$ cat src/rtl/serial_bubble_sorter_if.sv
// Word-stream handshake bundle for the serial bubble sorter: one input
// channel feeding the batch, one output channel draining it in sorted order.
interface serial_bubble_sorter_if #(
   parameter int W = 8
);
   logic         in_valid;
   logic         in_ready;
   logic [W-1:0] in_data;
   logic         out_valid;
   logic         out_ready;
   logic [W-1:0] out_data;
   logic         out_last;

   modport master (
      output in_valid, in_data, out_ready,
      input  in_ready, out_valid, out_data, out_last
   );

   modport slave (
      input  in_valid, in_data, out_ready,
      output in_ready, out_valid, out_data, out_last
   );
endinterface

$ cat src/rtl/serial_bubble_sorter.sv
// Loads N unsigned words, bubble-sorts them in place with one compare-swap per
// clock, then streams them out ascending with the largest word flagged last.
module serial_bubble_sorter #(
   parameter int W = 8,
   parameter int N = 3
) (
   input  logic                  clk,
   input  logic                  rst_n,
   serial_bubble_sorter_if.slave bus,
   output logic                  busy
);
   localparam int AW = $clog2(N);
   localparam int CW = $clog2(N) + 1;
   localparam logic [CW-1:0] CNT_LAST  = CW'(N - 1);
   localparam logic [AW-1:0] PASS_LAST = AW'(N - 2);

   typedef enum logic [1:0] {IDLE, LOAD, SORT, DRAIN} state_t;

   state_t        state, state_n;
   logic [CW-1:0] cnt;
   logic [AW-1:0] pass, pos;
   logic [W-1:0]  mem [N];

   logic [AW-1:0] cidx, pos_b, pos_end;
   logic          load_fire, drain_fire, pass_done, sort_done, swap;

   assign cidx       = cnt[AW-1:0];
   assign pos_b      = pos + 1'b1;
   // Each pass bubbles the largest remaining word to the top, so passes shrink.
   assign pos_end    = PASS_LAST - pass;
   assign load_fire  = (state == LOAD) && bus.in_valid;
   assign drain_fire = (state == DRAIN) && bus.out_ready;
   assign pass_done  = (pos == pos_end);
   assign sort_done  = pass_done && (pass == PASS_LAST);
   assign swap       = mem[pos] > mem[pos_b];

   always_ff @(posedge clk or negedge rst_n) begin
      if (!rst_n) state <= IDLE;
      else        state <= state_n;
   end

   always_comb begin
      state_n      = state;
      bus.in_ready  = 1'b0;
      bus.out_valid = 1'b0;
      bus.out_last  = 1'b0;
      bus.out_data  = '0;
      busy          = 1'b0;
      case (state)
         IDLE: state_n = LOAD;
         LOAD: begin
            bus.in_ready = 1'b1;
            if (load_fire && (cnt == CNT_LAST)) state_n = SORT;
         end
         SORT: begin
            busy = 1'b1;
            if (sort_done) state_n = DRAIN;
         end
         DRAIN: begin
            busy          = 1'b1;
            bus.out_valid = 1'b1;
            bus.out_data  = mem[cidx];
            bus.out_last  = (cnt == CNT_LAST);
            if (drain_fire && (cnt == CNT_LAST)) state_n = IDLE;
         end
         default: state_n = IDLE;
      endcase
   end

   always_ff @(posedge clk or negedge rst_n) begin
      if (!rst_n) begin
         cnt  <= '0;
         pass <= '0;
         pos  <= '0;
      end else begin
         case (state)
            IDLE: begin
               cnt  <= '0;
               pass <= '0;
               pos  <= '0;
            end
            LOAD:
               if (load_fire) cnt <= (cnt == CNT_LAST) ? '0 : cnt + 1'b1;
            SORT:
               if (pass_done) begin
                  pos  <= '0;
                  pass <= sort_done ? '0 : pass + 1'b1;
               end else begin
                  pos <= pos_b;
               end
            DRAIN:
               if (drain_fire) cnt <= (cnt == CNT_LAST) ? '0 : cnt + 1'b1;
            default: ;
         endcase
      end
   end

   // Storage carries no reset: contents are only ever read after a full load.
   always_ff @(posedge clk) begin
      if (load_fire) begin
         mem[cidx] <= bus.in_data;
      end else if ((state == SORT) && swap) begin
         mem[pos]   <= mem[pos_b];
         mem[pos_b] <= mem[pos];
      end
   end
endmodule

$ cat src/flat_wrapper.sv
// flat-port wrapper written by rule: the top's interface ports become plain ports
module serial_bubble_sorter_flat 
#(
   parameter int W = 8,
   parameter int N = 3
)
  (clk, rst_n, busy, bus_in_valid, bus_in_data, bus_out_ready, bus_in_ready, bus_out_valid, bus_out_data, bus_out_last);
  serial_bubble_sorter_if #(.W(W)) bus_i ();
  input  logic clk;
  input  logic rst_n;
  output logic busy;
  input wire logic [$bits(bus_i.in_valid)-1:0] bus_in_valid;
  input wire logic [$bits(bus_i.in_data)-1:0] bus_in_data;
  input wire logic [$bits(bus_i.out_ready)-1:0] bus_out_ready;
  output wire logic [$bits(bus_i.in_ready)-1:0] bus_in_ready;
  output wire logic [$bits(bus_i.out_valid)-1:0] bus_out_valid;
  output wire logic [$bits(bus_i.out_data)-1:0] bus_out_data;
  output wire logic [$bits(bus_i.out_last)-1:0] bus_out_last;
  assign bus_i.in_valid = bus_in_valid;
  assign bus_i.in_data = bus_in_data;
  assign bus_i.out_ready = bus_out_ready;
  assign bus_in_ready = bus_i.in_ready;
  assign bus_out_valid = bus_i.out_valid;
  assign bus_out_data = bus_i.out_data;
  assign bus_out_last = bus_i.out_last;
  serial_bubble_sorter #(.W(W), .N(N)) u_core (.clk(clk), .rst_n(rst_n), .bus(bus_i), .busy(busy));
endmodule
$ cat config.mk
export PLATFORM = sky130hd
export DESIGN_NAME = serial_bubble_sorter_flat
export DESIGN_NICKNAME = d
export VERILOG_FILES = /design/src/rtl/serial_bubble_sorter_if.sv /design/src/rtl/serial_bubble_sorter.sv /design/src/flat_wrapper.sv
export SDC_FILE = /design/constraint.sdc
export NUM_CORES = 1
export LEC_CHECK = 0
export ABC_AREA = 1
export CAP_MARGIN = 0
export CORE_MARGIN = 3
export CORE_UTILIZATION = 45
export DETAILED_ROUTE_END_ITERATION = 12
export PLACE_DENSITY = 0.79
export SLEW_MARGIN = 10
export SYNTH_ARGS = -nofsm -noshare
export SYNTH_HDL_FRONTEND = slang
export SYNTH_SLANG_ARGS = --single-unit
$ cat constraint.sdc
create_clock -name clk -period 3.4 [get_ports clk]
set_clock_uncertainty 0.15 [all_clocks]
set_input_delay 0.68 -clock clk [delete_from_list [all_inputs] [get_ports clk]]
set_output_delay 0.68 -clock clk [all_outputs]
set_load 0.02 [all_outputs]
==> results.sh <==
export IMPL_h_tree_depth=2
export IMPL_critPathMaxFanout=11
export IMPL_critPathMaxStageDelay_ns=0.35
export IMPL_synthAdderAreaFrac=0.07039
export IMPL_syn_nets=391
export IMPL_critPathSlowestCell="dfrtp_1"
export IMPL_drive_gt1_frac=0.1035
export IMPL_worstSkewPairLatency_ns=0.30
export IMPL_crit_family="simple AND/OR/NAND/NOR gates"
export IMPL_cts_hold_buf=0
export IMPL_placed_cell_area_mm2=0.003035
export IMPL_drt_iter0_drc=224
export IMPL_holdWs_ns=0.4078
export IMPL_finalSetupTns_ns=0
export IMPL_synth_compound_area_share=0.1628
export IMPL_ctsRootBufferMaster="clkbuf_8"
export IMPL_first_pass_iters=5
export IMPL_required_ns=3.30
export IMPL_worstMarginPinSlew_ns=0.6448
export IMPL_ys_async_sr_fraction=0.2727
export IMPL_synth_ff_type="edfxtp_1"
export IMPL_final_common_cell="nand2_1"
export IMPL_die_w_um=82.98
export IMPL_synth_xor_area_frac=0.009855
export IMPL_grt_total_usage=0.2049
export IMPL_antenna_found_initial=0
export IMPL_dr_total_vias=2564
export IMPL_path_class="reg2reg"
export IMPL_wl_um=6963
export IMPL_synth_seq_cells=33
export IMPL_io_buffers=23
export IMPL_fin_crit_sh=0.9266
export IMPL_vias_per_cell=5.479
export IMPL_finalSetupViolCount=0
export IMPL_grt_max_degree=27
export IMPL_yosys_cell_types_count=34
export IMPL_fin_area_mm2=0.003143
export IMPL_post_synth_cell_area_avg_um2=7.325
export IMPL_grt_pass1_vias=2389
export IMPL_cp_data_arrival_time_ns=3.05
export IMPL_io_pins=24
export IMPL_area_growth_pct=17.88
export IMPL_synth_area_mm2=0.002666
export IMPL_yosys_warnings=0
export IMPL_grt_overflow_total=0
export IMPL_cts_num_sinks=33
export IMPL_clkSlewWorstSetupHoldPaths_ns=0.07
export IMPL_place_hpwl_um=4951
export IMPL_clockBufferDepth=2
export IMPL_end_kind="flip-flop"
export IMPL_gp_congestion=0.9508
export IMPL_slew_headroom=0.5701
export IMPL_path_cells="inv_1, ha_1, inv_1, buf_12, o211ai_1, o21ai_0, ha_1, nand2_2, nor2_4, nand2_1, nand2_2, nand3_4, buf_4, or2_1, nand3_1, nand2_1"
export IMPL_core_area_mm2=0.005608
export IMPL_synth_edf_count=24
export IMPL_rows=27
export IMPL_n_fill_cell=542
export IMPL_ant_nets=0
export IMPL_cap_violations=0
export IMPL_die_area_mm2=0.006885
export IMPL_post_route_min_period_ns=3.150
export IMPL_final_cell_mix="108 x nand2_1, 47 x inv_1, 37 x nand3_1"
export IMPL_hold_path_class="reg2reg"
export IMPL_fin_nets=422
export IMPL_crit_buf_inv=4
export IMPL_post_drt_wl_per_cell_um=14.88
export IMPL_grt_pass1_wl_um=11430
export IMPL_syn_inst=364
export IMPL_outcome="completed"
export IMPL_final_hold_viol_count=0
export IMPL_synth_simple_area_share=0.2933
export IMPL_startpoint_type="flip-flop"
export IMPL_synth_top_family_by_area="simple AND/OR/NAND/NOR gates"
export IMPL_rsz0062_at_grt="no"
export IMPL_clock_fmax_mhz=317.4
export IMPL_synthMuxAreaShare=0
export IMPL_diodes=0
export IMPL_drc=0
export IMPL_finalMaxSlewViolations=0
export IMPL_cts_tree="yes"
export IMPL_cts_buffers=5
export IMPL_yosysSeqAreaShare=0.3548
export IMPL_die_y_um=82.98
export IMPL_start_util=0.4755
-- path summary, 6_finish.rpt --
kind	start	to	slack, ns	depth (start not counted)
max	u_core.pos[1]	u_core.mem[0][0]	0.25	16
min	u_core.state[0]	u_core.state[0]	0.41	2
max reg2reg	u_core.pos[1]	u_core.mem[0][0]	0.25	16
min reg2reg	u_core.state[0]	u_core.state[0]	0.41	2
max in group asynchronous	rst_n	u_core.pos[0]	2.28	1
min in group asynchronous	rst_n	u_core.cnt[1]	0.53	1
-- metrics by stage --
stage,setup slack (ns),cells,util
global placement,0.1713,460,0.5413
floorplan,0.1903,364,-
finish,0.2497,468,0.5605
detailed placement,0.08296,460,0.5413
CTS,0.06268,468,0.5560
global route,0.01941,468,0.5605
-- layer usage --
metal / vias up / global-route usage / wire, um
met4: 0 / 0.06092 / 121
met5: - / 0 / 0
met3: 10 / 0.03571 / 515
met1: 1165 / 0.2589 / 2911
met2: 109 / 0.3564 / 3415
li1: 1280 / - / -
-- cell type report --
type / instances / area [um^2] / share of cell area
Clock buffer: 6 / 72.57 / 0.02309
Clock inverter: 2 / 10.01 / 0.003185
Inverter: 53 / 221.5 / 0.07046
Multi-Input combinational cell: 265 / 1455 / 0.4630
Sequential cell: 33 / 945.9 / 0.3010
Tap cell: 72 / 90.09 / 0.02866
Timing Repair Buffer: 37 / 347.8 / 0.1107
-- cell usage after synthesis (2+ instances only) --
master / n / area (um^2)
o21ai_1: 5 / 25.02
clkbuf_1: 4 / 15.01
o22ai_1: 2 / 12.51
edfxtp_1: 24 / 720.7
xnor2_1: 2 / 17.52
a22oi_1: 8 / 60.06
clkinv_4: 3 / 26.28
a21oi_1: 22 / 110.1
nand3_1: 37 / 185.2
o211ai_1: 8 / 60.06
o21ai_0: 27 / 135.1
dfrtp_1: 9 / 225.2
inv_2: 2 / 7.510
nand2_2: 2 / 12.51
nand3_4: 3 / 52.55
buf_2: 7 / 35.03
inv_1: 47 / 176.4
nor2_1: 7 / 26.28
ha_1: 15 / 187.7
nand2_1: 111 / 416.7
nand4_1: 6 / 37.54
-- worst min-delay path, delay by kind of cell (launching register included) --
kind               cells  cell delay, ns
AOI/OAI and AO/OA      1            0.06
DFF                    1            0.40
and+or+nand+nor        1            0.06
-- flip-flops by register name, indices dropped and copies added, names as in the netlist --
name,flops
u_core.state,2
u_core.pos,2
u_core.pass,2
u_core.cnt,3
u_core.mem,24
-- timing repair --
item,4_1_cts,5_1_grt
resized for setup,0,6
buffers inserted,0,0
setup endpoints to repair,0,27
-- logic make-up after synthesis --
group | after synthesis
buf+inv | 66
compound gates | 75
fa+ha+maj | 15
flops | 33
simple gates | 172
xor+xnor | 3
Power is not shown: default switching activity piles up to over one toggle a cycle in this logic, so the estimate is an artifact.
